## src/rtl/alu_sequencer.sv

```systemverilog
`default_nettype none
// ============================================================================
// Module   : alu_sequencer
// Brief    : Issue/collect front end for the 6502 ALU datapath. Latches one
//            ALU micro-op, drives the ALU for two cycles (DRIVE, SAMPLE),
//            captures its outputs and returns result, updated P and a
//            writeback enable over a valid/ready response channel.
// Options  : ALU_SEQ_DECIMAL_EN - when defined, ADC/SBC forward the latched
//            D flag to alu_dec_en; otherwise alu_dec_en is tied low.
// Revision : 1.0 - initial release
// ============================================================================
module alu_sequencer #(
  parameter logic [7:0] P_RESET = 8'h24
) (
  input  logic       clk,
  input  logic       rst,
  input  logic       req_valid,
  output logic       req_ready,
  input  logic [3:0] req_op,
  input  logic [7:0] req_a,
  input  logic [7:0] req_b,
  input  logic [7:0] p_in,
  output logic [7:0] alu_a,
  output logic [7:0] alu_b,
  output logic       alu_sums,
  output logic       alu_ands,
  output logic       alu_ors,
  output logic       alu_eors,
  output logic       alu_srs,
  output logic       alu_dec_en,
  output logic       alu_cin,
  input  logic [7:0] alu_result,
  input  logic       alu_of,
  input  logic       alu_cout,
  output logic       rsp_valid,
  input  logic       rsp_ready,
  output logic [7:0] rsp_result,
  output logic [7:0] rsp_p,
  output logic       rsp_wr,
  output logic       rsp_err
);

  localparam logic [3:0] c_op_adc = 4'd0;
  localparam logic [3:0] c_op_sbc = 4'd1;
  localparam logic [3:0] c_op_and = 4'd2;
  localparam logic [3:0] c_op_ora = 4'd3;
  localparam logic [3:0] c_op_eor = 4'd4;
  localparam logic [3:0] c_op_cmp = 4'd5;
  localparam logic [3:0] c_op_bit = 4'd6;
  localparam logic [3:0] c_op_asl = 4'd7;
  localparam logic [3:0] c_op_lsr = 4'd8;
  localparam logic [3:0] c_op_rol = 4'd9;
  localparam logic [3:0] c_op_ror = 4'd10;
  localparam logic [3:0] c_op_inc = 4'd11;
  localparam logic [3:0] c_op_dec = 4'd12;

  typedef enum logic [3:0] {
    ST_IDLE   = 4'b0001,
    ST_DRIVE  = 4'b0010,
    ST_SAMPLE = 4'b0100,
    ST_RESP   = 4'b1000
  } state_t;

  state_t     state_q, state_d;
  logic [3:0] op_q, op_d;
  logic [7:0] a_q, a_d;
  logic [7:0] b_q, b_d;
  logic [7:0] p_q, p_d;
  logic [7:0] rsp_result_q, rsp_result_d;
  logic [7:0] rsp_p_q, rsp_p_d;
  logic       rsp_wr_q, rsp_wr_d;
  logic       rsp_err_q, rsp_err_d;

  logic       w_active;
  logic       w_legal;
  logic [7:0] w_result;
  logic [7:0] w_p;
  logic       w_wr;
  logic       w_err;

  assign w_active   = (state_q == ST_DRIVE) || (state_q == ST_SAMPLE);
  assign w_legal    = (op_q <= c_op_dec);
  assign req_ready  = (state_q == ST_IDLE);
  assign rsp_valid  = (state_q == ST_RESP);
  assign rsp_result = rsp_result_q;
  assign rsp_p      = rsp_p_q;
  assign rsp_wr     = rsp_wr_q;
  assign rsp_err    = rsp_err_q;

  // ALU operand/select mapping; everything is low outside DRIVE/SAMPLE or for illegal ops
  always_comb begin
    alu_a    = 8'h00;
    alu_b    = 8'h00;
    alu_cin  = 1'b0;
    alu_sums = 1'b0;
    alu_ands = 1'b0;
    alu_ors  = 1'b0;
    alu_eors = 1'b0;
    alu_srs  = 1'b0;
    if (w_active && w_legal) begin
      alu_a = a_q;
      case (op_q)
        c_op_adc: begin alu_b = b_q;   alu_cin = p_q[0]; alu_sums = 1'b1; end
        c_op_sbc: begin alu_b = ~b_q;  alu_cin = p_q[0]; alu_sums = 1'b1; end
        c_op_and: begin alu_b = b_q;   alu_ands = 1'b1; end
        c_op_ora: begin alu_b = b_q;   alu_ors  = 1'b1; end
        c_op_eor: begin alu_b = b_q;   alu_eors = 1'b1; end
        c_op_cmp: begin alu_b = ~b_q;  alu_cin = 1'b1;   alu_sums = 1'b1; end
        c_op_bit: begin alu_b = b_q;   alu_ands = 1'b1; end
        c_op_asl: begin alu_b = a_q;   alu_sums = 1'b1; end
        c_op_rol: begin alu_b = a_q;   alu_cin = p_q[0]; alu_sums = 1'b1; end
        c_op_lsr: begin alu_b = 8'h01; alu_srs  = 1'b1; end
        c_op_ror: begin alu_b = 8'h01; alu_srs  = 1'b1; end
        c_op_inc: begin alu_b = 8'h01; alu_sums = 1'b1; end
        c_op_dec: begin alu_b = 8'hFF; alu_sums = 1'b1; end
        default:  begin end
      endcase
    end
  end

  // Decimal enable follows the latched D flag only for ADC/SBC when the option is built in
`ifdef ALU_SEQ_DECIMAL_EN
  always_comb begin
    alu_dec_en = w_active && p_q[3] && ((op_q == c_op_adc) || (op_q == c_op_sbc));
  end
`else
  always_comb begin
    alu_dec_en = 1'b0;
  end
`endif

  // Response build from the ALU outputs; unlisted P bits pass through from the latched P
  always_comb begin
    w_result = 8'h00;
    w_p      = p_q;
    w_wr     = 1'b0;
    w_err    = 1'b0;
    if (!w_legal) begin
      w_err = 1'b1;
    end else begin
      // ROR shifts the old carry into bit 7; the ALU only does a logical shift
      w_result = (op_q == c_op_ror) ? {p_q[0], alu_result[6:0]} : alu_result;
      w_wr     = (op_q != c_op_cmp) && (op_q != c_op_bit);
      if (op_q == c_op_bit) begin
        w_p[1] = (alu_result == 8'h00);
        w_p[7] = b_q[7];
        w_p[6] = b_q[6];
      end else begin
        w_p[7] = w_result[7];
        w_p[1] = (w_result == 8'h00);
      end
      case (op_q)
        c_op_adc, c_op_sbc:           begin w_p[0] = alu_cout; w_p[6] = alu_of; end
        c_op_cmp, c_op_asl, c_op_rol: begin w_p[0] = alu_cout; end
        c_op_lsr, c_op_ror:           begin w_p[0] = a_q[0]; end
        default:                      begin end
      endcase
    end
  end

  // Next-state and register updates: latch in IDLE, capture response at end of SAMPLE
  always_comb begin
    state_d      = state_q;
    op_d         = op_q;
    a_d          = a_q;
    b_d          = b_q;
    p_d          = p_q;
    rsp_result_d = rsp_result_q;
    rsp_p_d      = rsp_p_q;
    rsp_wr_d     = rsp_wr_q;
    rsp_err_d    = rsp_err_q;
    case (state_q)
      ST_IDLE: begin
        if (req_valid) begin
          op_d    = req_op;
          a_d     = req_a;
          b_d     = req_b;
          p_d     = p_in;
          state_d = ST_DRIVE;
        end
      end
      ST_DRIVE: begin
        state_d = ST_SAMPLE;
      end
      ST_SAMPLE: begin
        rsp_result_d = w_result;
        rsp_p_d      = w_p;
        rsp_wr_d     = w_wr;
        rsp_err_d    = w_err;
        state_d      = ST_RESP;
      end
      ST_RESP: begin
        if (rsp_ready) begin
          state_d = ST_IDLE;
        end
      end
      default: begin
        state_d = ST_IDLE;
      end
    endcase
  end

  // State and datapath registers with asynchronous reset
  always_ff @(posedge clk or posedge rst) begin
    if (rst) begin
      state_q      <= ST_IDLE;
      op_q         <= 4'h0;
      a_q          <= 8'h00;
      b_q          <= 8'h00;
      p_q          <= 8'h00;
      rsp_result_q <= 8'h00;
      rsp_p_q      <= P_RESET;
      rsp_wr_q     <= 1'b0;
      rsp_err_q    <= 1'b0;
    end else begin
      state_q      <= state_d;
      op_q         <= op_d;
      a_q          <= a_d;
      b_q          <= b_d;
      p_q          <= p_d;
      rsp_result_q <= rsp_result_d;
      rsp_p_q      <= rsp_p_d;
      rsp_wr_q     <= rsp_wr_d;
      rsp_err_q    <= rsp_err_d;
    end
  end

endmodule
`default_nettype wire

```

## config.mk

```make
export PLATFORM = sky130hd
export DESIGN_NAME = alu_sequencer
export DESIGN_NICKNAME = d
export VERILOG_FILES = /design/src/rtl/alu_sequencer.sv
export SDC_FILE = /design/constraint.sdc
export NUM_CORES = 1
export LEC_CHECK = 0
export BUFFER_PORTS_ARGS = -buffer_cell sky130_fd_sc_hd__buf_4
export CAP_MARGIN = 10
export CORE_AREA = 2 2 77 79
export CTS_CLUSTER_SIZE = 8
export DETAILED_ROUTE_END_ITERATION = 8
export DIE_AREA = 0 0 79 81
export GPL_TIMING_DRIVEN = 0
export HOLD_SLACK_MARGIN = 0.08
export PLACE_DENSITY = 0.88
export REMOVE_ABC_BUFFERS = 1
export SLEW_MARGIN = 20
export SYNTH_ARGS = -nofsm -noshare
export SYNTH_HDL_FRONTEND = slang
export SYNTH_SLANG_ARGS = --single-unit
```

## constraint.sdc

```tcl
create_clock -name clk -period 1.9 [get_ports clk]
set_input_delay 0.095 -clock clk [delete_from_list [all_inputs] [get_ports clk]]
set_output_delay 0.095 -clock clk [all_outputs]
set_load 0.05 [all_outputs]
```

# Word-level counts from Yosys, hierarchy flattened
# Cells that the tools add are included.
word_totals:
  ff_bits: 50
  inputBits: 42
  elab_cells: 78
op_classes:
  magnitude_cmp: 1
  n_eq_ne: 20
  mux: 29
  bitwise: 1
  n_reduce_logical: 18
op_table:
  columns: ["cell", "count"]
  rows:
  - ["$pmux W8 S5", 1]
  - ["$mux W8", 4]
  - ["$eq A4 B4 Y1 const B", 6]
  - ["$eq A4 B3 Y1 const B", 5]
  - ["$mux W1", 17]
  - ["$logic_not A8 Y1", 2]
  - ["$pmux W4 S4", 1]
  - ["$eq A4 B2 Y1 const B", 3]
  - ["$reduce_or A2 Y1", 5]
  - ["$reduce_or A5 Y1", 2]
  - ["$eq A4 B1 Y1 const B", 2]
  - ["$mux W4", 2]
  - ["$ne A4 B3 Y1 const B", 2]
  - ["$not A8 Y8", 1]
  - ["$reduce_or A7 Y1", 1]
  - ["$reduce_or A3 Y1", 2]
  - ["$le A4 B4 Y1 const B", 1]
  - ["$logic_not A4 Y1", 1]
  - ["$mux W2", 2]
  - ["$pmux W1 S2", 2]
  - ["$reduce_and A2 Y1", 2]
  - ["$logic_and A1 B1 Y1", 2]
  - ["$ne A2 B1 Y1 const B", 1]
  - ["$ne A2 B2 Y1 const B", 1]
  - ["$logic_or A1 B1 Y1", 1]

# Longest topological paths before layout
# Gate-level depths: netlist of the first run.
depth:
  ltp_word: 5
  ltp_mapped: 6
  depth_no_buf: 4

# Least setup slack after synthesis of the first run
# No wires, ideal clock.
synth_timing:
  path_kind: "reg-to-reg"
  from: "register state_q[2]"
  to: "register state_q[0]"
  setup_time_ns: 0.078
  arrival_ns: 2.619
  required_ns: 1.822
  setup_slack_ns: -0.797
  path_stages_with_launch: 4
  n_path_buf: 0
  period_less_slack_ns: 2.697
  path_cell_list: "dfrtp_1 > nor4b_1 > nand2b_1 > and3_1"
synth_between:
  elab_chain_cells: 3
  elab_cells_between_ends: 8
  cone_classes: "eq/ne (6); mux (1); reduce/logical (1)"
synth_rtl:
  columns: ["element", "line_no", "text"]
  rows:
  - ["start, declared", "64", "state_t state_q, state_d;"]
  - ["start signal, assigned", "216", "state_q <= state_d;"]
  - ["$eq A4 B4 Y1 *", null, null]
  - ["via rsp_valid", "35", "output logic rsp_valid,"]
  - ["$ne A2 B1 Y1 (no source line)", null, null]
  - ["$reduce_and A2 Y1 (no source line)", null, null]
# The timed path passes the listed nets; every way through them passes the cells marked *.
# A chain may end at the register's enable or synchronous reset.

# Worst setup path after layout of the first run
layout_timing:
  from: "register op_q[2]"
  to: "output alu_b[4]"
layout_between:
  elab_chain_cells: 4
  elab_cells_between_ends: 21
  cone_classes: "order compare (1); eq/ne (12); mux (2); reduce/logical (6)"
layout_rtl:
  columns: ["element", "line_no", "text"]
  rows:
  - ["start, declared", "65", "logic [3:0] op_q, op_d;"]
  - ["start signal, assigned", "217", "op_q <= op_d;"]
  - ["$eq A4 B3 Y1 (tied with other cells)", "102", "case (op_q)"]
  - ["$reduce_or A5 Y1 (no source line) (tied with other cells)", null, null]
  - ["$pmux W8 S5", "102", null]
  - ["$mux W8 *", "100", "if (w_active && w_legal) begin"]
  - ["end, declared", "24", "output logic [7:0] alu_b,"]
# Every way passes the cells marked *; elsewhere a longest branch is shown, timed or not.

==> results of run 1 <==
==> critical path: cells and delay by family (launching register included) <==
kind            cells  cell delay [ns]
buf+inv             2             0.34
simple gates        1             0.22
compound gates      3             0.50
flops               1             0.46
==> worst paths after layout <==
check / from / endpoint / slack, ns / depth (start not counted)
max reg2reg: state_q[1] / rsp_p[7] / 0.06 / 4
min in group asynchronous: rst / rsp_err / 0.45 / 3
max in group asynchronous: rst / state_q[0] / 0.83 / 4
min reg2reg: rsp_p[5] / rsp_p[5] / 0.47 / 2
max: op_q[2] / alu_b[4] / -0.03 / 6
min: req_valid / p_q[0] / 0.10 / 3
==> placed cells by master (no fill, tap or decap), types with 4 or more instances in the layout <==
| cell type | netlist | layout |
|---|---|---|
| a21oi_1 | 12 | 10 |
| a22o_1 | 8 | 8 |
| a22oi_1 | 5 | 5 |
| and2_1 | 9 | 7 |
| buf_4 | 2 | 90 |
| buf_6 | 2 | 19 |
| clkbuf_8 | 0 | 5 |
| dfrtp_1 | 47 | 40 |
| dfrtp_2 | 0 | 4 |
| dlygate4sd3_1 | 0 | 39 |
| mux2_2 | 20 | 20 |
| mux2_4 | 8 | 8 |
| nand2_1 | 30 | 26 |
| nor2_1 | 16 | 11 |
| nor2_4 | 0 | 4 |
| nor2b_1 | 11 | 9 |
| o211ai_1 | 4 | 4 |
| o21ai_0 | 5 | 4 |
| o21bai_1 | 5 | 5 |
| o2bb2ai_1 | 4 | 4 |
==> layout make-up <==
class / count / area, um^2 / area share (%)
well taps: 75 / 93.8 / 2.13
flip-flops and latches: 50 / 1270 / 28.8
repair buffers: 153 / 1370 / 31.1
multi-input cells: 192 / 1570 / 35.6
clock buffers: 5 / 68.8 / 1.56
inverters: 3 / 11.3 / 0.255
clock inverters: 3 / 25.0 / 0.567
==> stage by stage <==
step                      cell area, um^2  setup TNS, ns  cells  util (%)  total power [uW]
after floorplan                      2640         -25.78    244         -              4550
after global placement               3360         -19.13    402      59.2              5370
after detailed placement             3390          -8.16    403      59.7              5510
after CTS                            4210       -0.00920    472      74.2              6890
after global routing                 4410         -0.550    481      77.8              7730
final                                4410        -0.0877    481      77.8              7330
==> logic make-up after synthesis <==
logic type,count (synthesis),share of synthesized area [%]
compound gates,64,17.4
xor+xnor,1,0.319
buf+inv,23,4.28
flops,50,45.7
mux,30,13.3
other cells,1,0.136
simple gates,95,18.9
==> power by group <==
| group | switching (uW) | leakage [uW] | internal [uW] |
|---|---|---|---|
| Clock | 381 | 0.0000447 | 266 |
| Combinational | 2490 | 0.00136 | 2080 |
| Sequential | 511 | 0.000592 | 1600 |
==> sequential cells by signal, summed over array words and instances (netlist names) <==
name and flops:
a_q 8, b_q 8, op_q 4, p_q 8
rsp_err 1, rsp_p 8, rsp_result 8, rsp_wr 1
state_q 4
==> repair_timing <==
item | CTS | global route
hold buffers | 39 | 0
pin swaps | 6 | 10
setup endpoints to repair | 62 | 22
gates resized for setup | 42 | 31
hold endpoints to repair | 65 | 0
cloned | 1 | 0
buffers inserted | 21 | 9
==> per-layer routing <==
layer / GRT usage (%) / vias up / wire (um)
li1: - / 1239 / -
met5: 0 / - / 0
met2: 48.2 / 108 / 4330
met1: 33.2 / 1347 / 3250
met3: 4.33 / 15 / 530
met4: 6.38 / 0 / 121
==> impl_metrics.py, run 1 <==
metrics = {
    "detailed_routing": {
        "drt-initial-drc-count": 137,
        "final_antenna_net_count": 0,
        "drc": 0,
        "drt-wirelength-per-cell_um": 17.1,
        "first_pass_iters": 4,
        "drt-total-wl_mm": 8.24,
        "vias": 2709,
        "vias_per_cell": 5.63,
    },
    "sta": {
        "finalHoldViolCount": 0,
        "hold_ws_ns": 0.102,
        "setup_viol": 6,
        "slew_headroom_pct": 48.9,
        "finalCritPeriodShare_pct": 101,
        "rsz0062_at_grt": "yes",
        "clock.fmax_mhz": 519,
        "tightest_slew_ns": 0.763,
        "finClkSkew_ns": 0.00982,
        "slew_viol_final": 0,
        "layout_min_cycle_time_ns": 1.93,
        "layout_setup_ws_ns": -0.0270,
    },
    "worst_setup_path": {
        "cp.arrival_ns": 1.83,
        "cp-start-kind": "register",
        "cp-end-kind": "primary output",
        "slowest_delay_ns": 0.46,
        "worst_path_max_delay_cell": "dfrtp_2",
        "crit_chain": "buf_4 > nor2b_4 > a221oi_2 > o211ai_1 > o311a_1 > buf_6",
        "path_max_fanout": 7,
        "worst-setup-path-type": "register to primary output",
        "worstPathRequired_ns": 1.80,
    },
    "synthesis": {
        "seq_area_frac_synth_pct": 45.7,
        "syn_area_um2": 2750,
        "synth-seq-cells": 50,
        "synth.largest_area_cell": "dfrtp_1",
        "yosysWarnings": 0,
        "synthDominantCellAreaShare_pct": 42.8,
        "yosysMostFrequentCell": "dfrtp_1",
        "yosysUniqueCellTypes": 50,
        "syn_inst": 264,
        "ys_top_cells_by_area": "dfrtp_1, mux2_2, mux2_4, nand2_1, dfstp_2",
        "synth_flop_cell": "dfrtp_1",
        "synth_edf_count": 0,
        "async_flop_share_pct": 100,
        "yosys-top-cells-count": "dfrtp_1, nand2_1, mux2_2",
        "synth_area_per_cell_um2": 10.4,
    },
    "status": {
        "violations": "negative setup slack",
        "outcome": "complete, but fails checks",
    },
    "global_route": {
        "grt_max_degree": 30,
        "grtUsageTotal_pct": 26.5,
        "antenna_found_initial": 0,
        "grt_pass1_vias": 2789,
        "grt_pass1_wl_mm": 13.4,
        "grt_overflow": 0,
    },
    "min_path": {
        "hold_class": "input pin to register",
    },
    "pwr": {
        "p_leak_uw": 0.00199,
        "power_density_nw_per_um2": 1660,
        "vdd_drop_max_v": 0.000817,
    },
    "clocking": {
        "ctsHtreeMaxLevel": 2,
        "clk_path_buf_depth": 2,
        "clk_pin_slew_ns": 0.09,
        "cts_sinks": 50,
        "clock_latency_ns": 0.31,
        "cts_root_buffer": "clkbuf_8",
        "cts_tree": "built",
        "cts_made_buffers": 5,
    },
    "cells_and_area": {
        "antenna_cells": 0,
        "drive_above_1_share_pct": 49.3,
        "nets": 447,
        "nFillCells": 357,
        "syn2layout_area_growth_pct": 60.6,
    },
    "die": {
        "die_h_um": 81,
        "ios": 85,
        "die-area_um2": 6400,
        "start_util_pct": 48.4,
        "coreArea_um2": 5680,
        "rows": 28,
        "die_w_um": 79,
    },
    "place": {
        "place_ws_ns": -0.469,
        "gp_congestion": 0.783,
        "place_hpwl_mm": 4.67,
        "numPortBuffers": 83,
    },
    "flow_run": {
        "cap_viol_max_count": 0,
    },
}
(Power assumes the default switching activity.)
==> inputs of run 2 (changes only) <==
Settings changed: PLACE_DENSITY 0.88 to 0.9.
==> impl_metrics.py, run 2 (synthesized netlist as in run 1, its figures left out) <==
metrics = {
    "status": {
        "outcome": "complete, but fails checks",
        "violations": "negative setup slack",
    },
    "detailed_routing": {
        "vias_per_cell": 5.54,
        "drc": 0,
        "final_antenna_net_count": 0,
        "drt-total-wl_mm": 8.38,
        "first_pass_iters": 4,
        "vias": 2678,
        "drt-initial-drc-count": 135,
        "drt-wirelength-per-cell_um": 17.3,
    },
    "worst_setup_path": {
        "worst-setup-path-type": "register to primary output",
        "path_max_fanout": 7,
        "worstPathRequired_ns": 1.80,
        "cp-end-kind": "primary output",
        "cp-start-kind": "register",
        "cp.arrival_ns": 1.86,
    },
    "pwr": {
        "p_seq_share_pct": 28.9,
        "p_sw_share_pct": 46.2,
        "p_leak_uw": 0.00200,
        "vdd_drop_max_v": 0.000930,
        "p_int_uw": 3920,
        "p_comb_share_pct": 61.8,
        "power_density_nw_per_um2": 1660,
        "pwr-share-clk_pct": 9.3,
        "p_switching_uw": 3360,
    },
    "sta": {
        "rsz0062_at_grt": "yes",
        "finClkSkew_ns": 0.00961,
        "clock.fmax_mhz": 513,
        "setup_tns_ns": -0.228,
        "setup_viol": 8,
        "layout_min_cycle_time_ns": 1.95,
        "finalHoldViolCount": 0,
        "layout_setup_ws_ns": -0.0510,
        "finalCritPeriodShare_pct": 103,
        "slew_viol_final": 0,
    },
    "die": {
        "rows": 28,
        "start_util_pct": 48.4,
        "die_h_um": 81,
        "die-area_um2": 6400,
        "coreArea_um2": 5680,
        "die_w_um": 79,
        "ios": 85,
    },
    "clocking": {
        "clk_pin_slew_ns": 0.09,
        "cts_root_buffer": "clkbuf_8",
        "clk_path_buf_depth": 2,
        "cts_sinks": 50,
        "cts_made_buffers": 5,
        "ctsHtreeMaxLevel": 2,
        "cts_tree": "built",
        "clock_latency_ns": 0.31,
    },
    "global_route": {
        "grt_pass1_wl_mm": 12.9,
        "antenna_found_initial": 0,
        "grt_overflow": 0,
        "grtUsageTotal_pct": 25.6,
        "grt_max_degree": 33,
        "grt_pass1_vias": 2672,
    },
    "cells_and_area": {
        "syn2layout_area_growth_pct": 60.0,
        "layout_commonest_cell": "buf_4",
        "final_cell_mix": "buf_4, dfrtp_1, dlygate4sd3_1, nand2_1, mux2_2",
        "nets": 449,
        "drive_above_1_share_pct": 49.0,
        "antenna_cells": 0,
        "postLayoutCoreUtil_pct": 77.4,
    },
    "flow_run": {
        "cap_viol_max_count": 0,
    },
    "place": {
        "place_hpwl_mm": 4.52,
        "gp_congestion": 0.787,
        "numPortBuffers": 83,
    },
    "min_path": {
        "hold_class": "input pin to register",
    },
}
==> run 2: cell types whose count changed in the layout (fill, tap and decap cells not counted), sizes merged <==
cell	delta
buf	+2
clkbuf	+1
clkinv	-1
==> run 2: power by group through the flow <==
stage                     sequential (uW)  clock, uW  combinational [uW]
after CTS                            2070        682                4220
final                                2100        678                4500
after floorplan                      2640          0                1910
after detailed placement             2280          0                3210
after global routing                 2160        738                4760
after global placement               2230          0                3140
==> run 2: final timing paths <==
| path | from | depth (start not counted) | to | slack [ns] |
|---|---|---|---|---|
| max in group asynchronous | rst | 4 | state_q[0] | 0.97 |
| worst max register to register | state_q[1] | 4 | op_q[0] | 0.05 |
| worst min register to register | rsp_p[2] | 2 | rsp_p[2] | 0.47 |
| min in group asynchronous | rst | 3 | p_q[4] | 0.34 |
| worst max-delay path | op_q[1] | 6 | alu_b[6] | -0.05 |
| worst min-delay path | alu_cout | 3 | rsp_p[0] | 0.11 |
==> run 2: cell type report <==
class	count	area, um^2
inverter	3	11.3
sequential	50	1270
multi-input combinational	192	1550
tap	75	93.8
clock inverter	2	16.3
fill	386	1280
clock buffer	6	82.6
timing repair buffer	155	1370
==> run 2: metal layers <==
metal,share of wire (%),vias to the layer above,track usage (%)
met5,0,-,0
met4,1.6,0,6.03
met3,4.8,17,4.67
met2,53,96,45.5
met1,40,1327,32.4
li1,-,1238,-
==> run 2: per-stage QoR <==
stage | cell area [um^2] | total power [uW] | hold WS, ns | worst slack (ns) | std cells
after floorplan | 2640 | 4550 | 0.228 | -0.802 | 244
after global placement | 3360 | 5370 | 0.322 | -0.509 | 402
after detailed placement | 3380 | 5490 | 0.124 | -0.487 | 403
after CTS | 4270 | 6970 | 0.107 | -0.0696 | 477
after global routing | 4400 | 7660 | 0.141 | -0.123 | 483
final | 4400 | 7280 | 0.112 | -0.0510 | 483
==> run 2: timing repair <==
action | 4_1_cts | 5_1_grt
hold buffers | 39 | 0
endpoints found under the hold margin | 54 | 0
cloned | 1 | 0
pin swaps | 6 | 12
setup endpoints to repair | 62 | 23
buffers inserted | 26 | 6
resized for setup | 46 | 20
==> run 2: worst max-delay path: stages (launching register included) <==
cell      delay (ns)
dfrtp_4         0.54
buf_6           0.16
nor3b_4         0.25
nand2_1         0.09
o211ai_1        0.12
o311a_1         0.22
buf_6           0.16
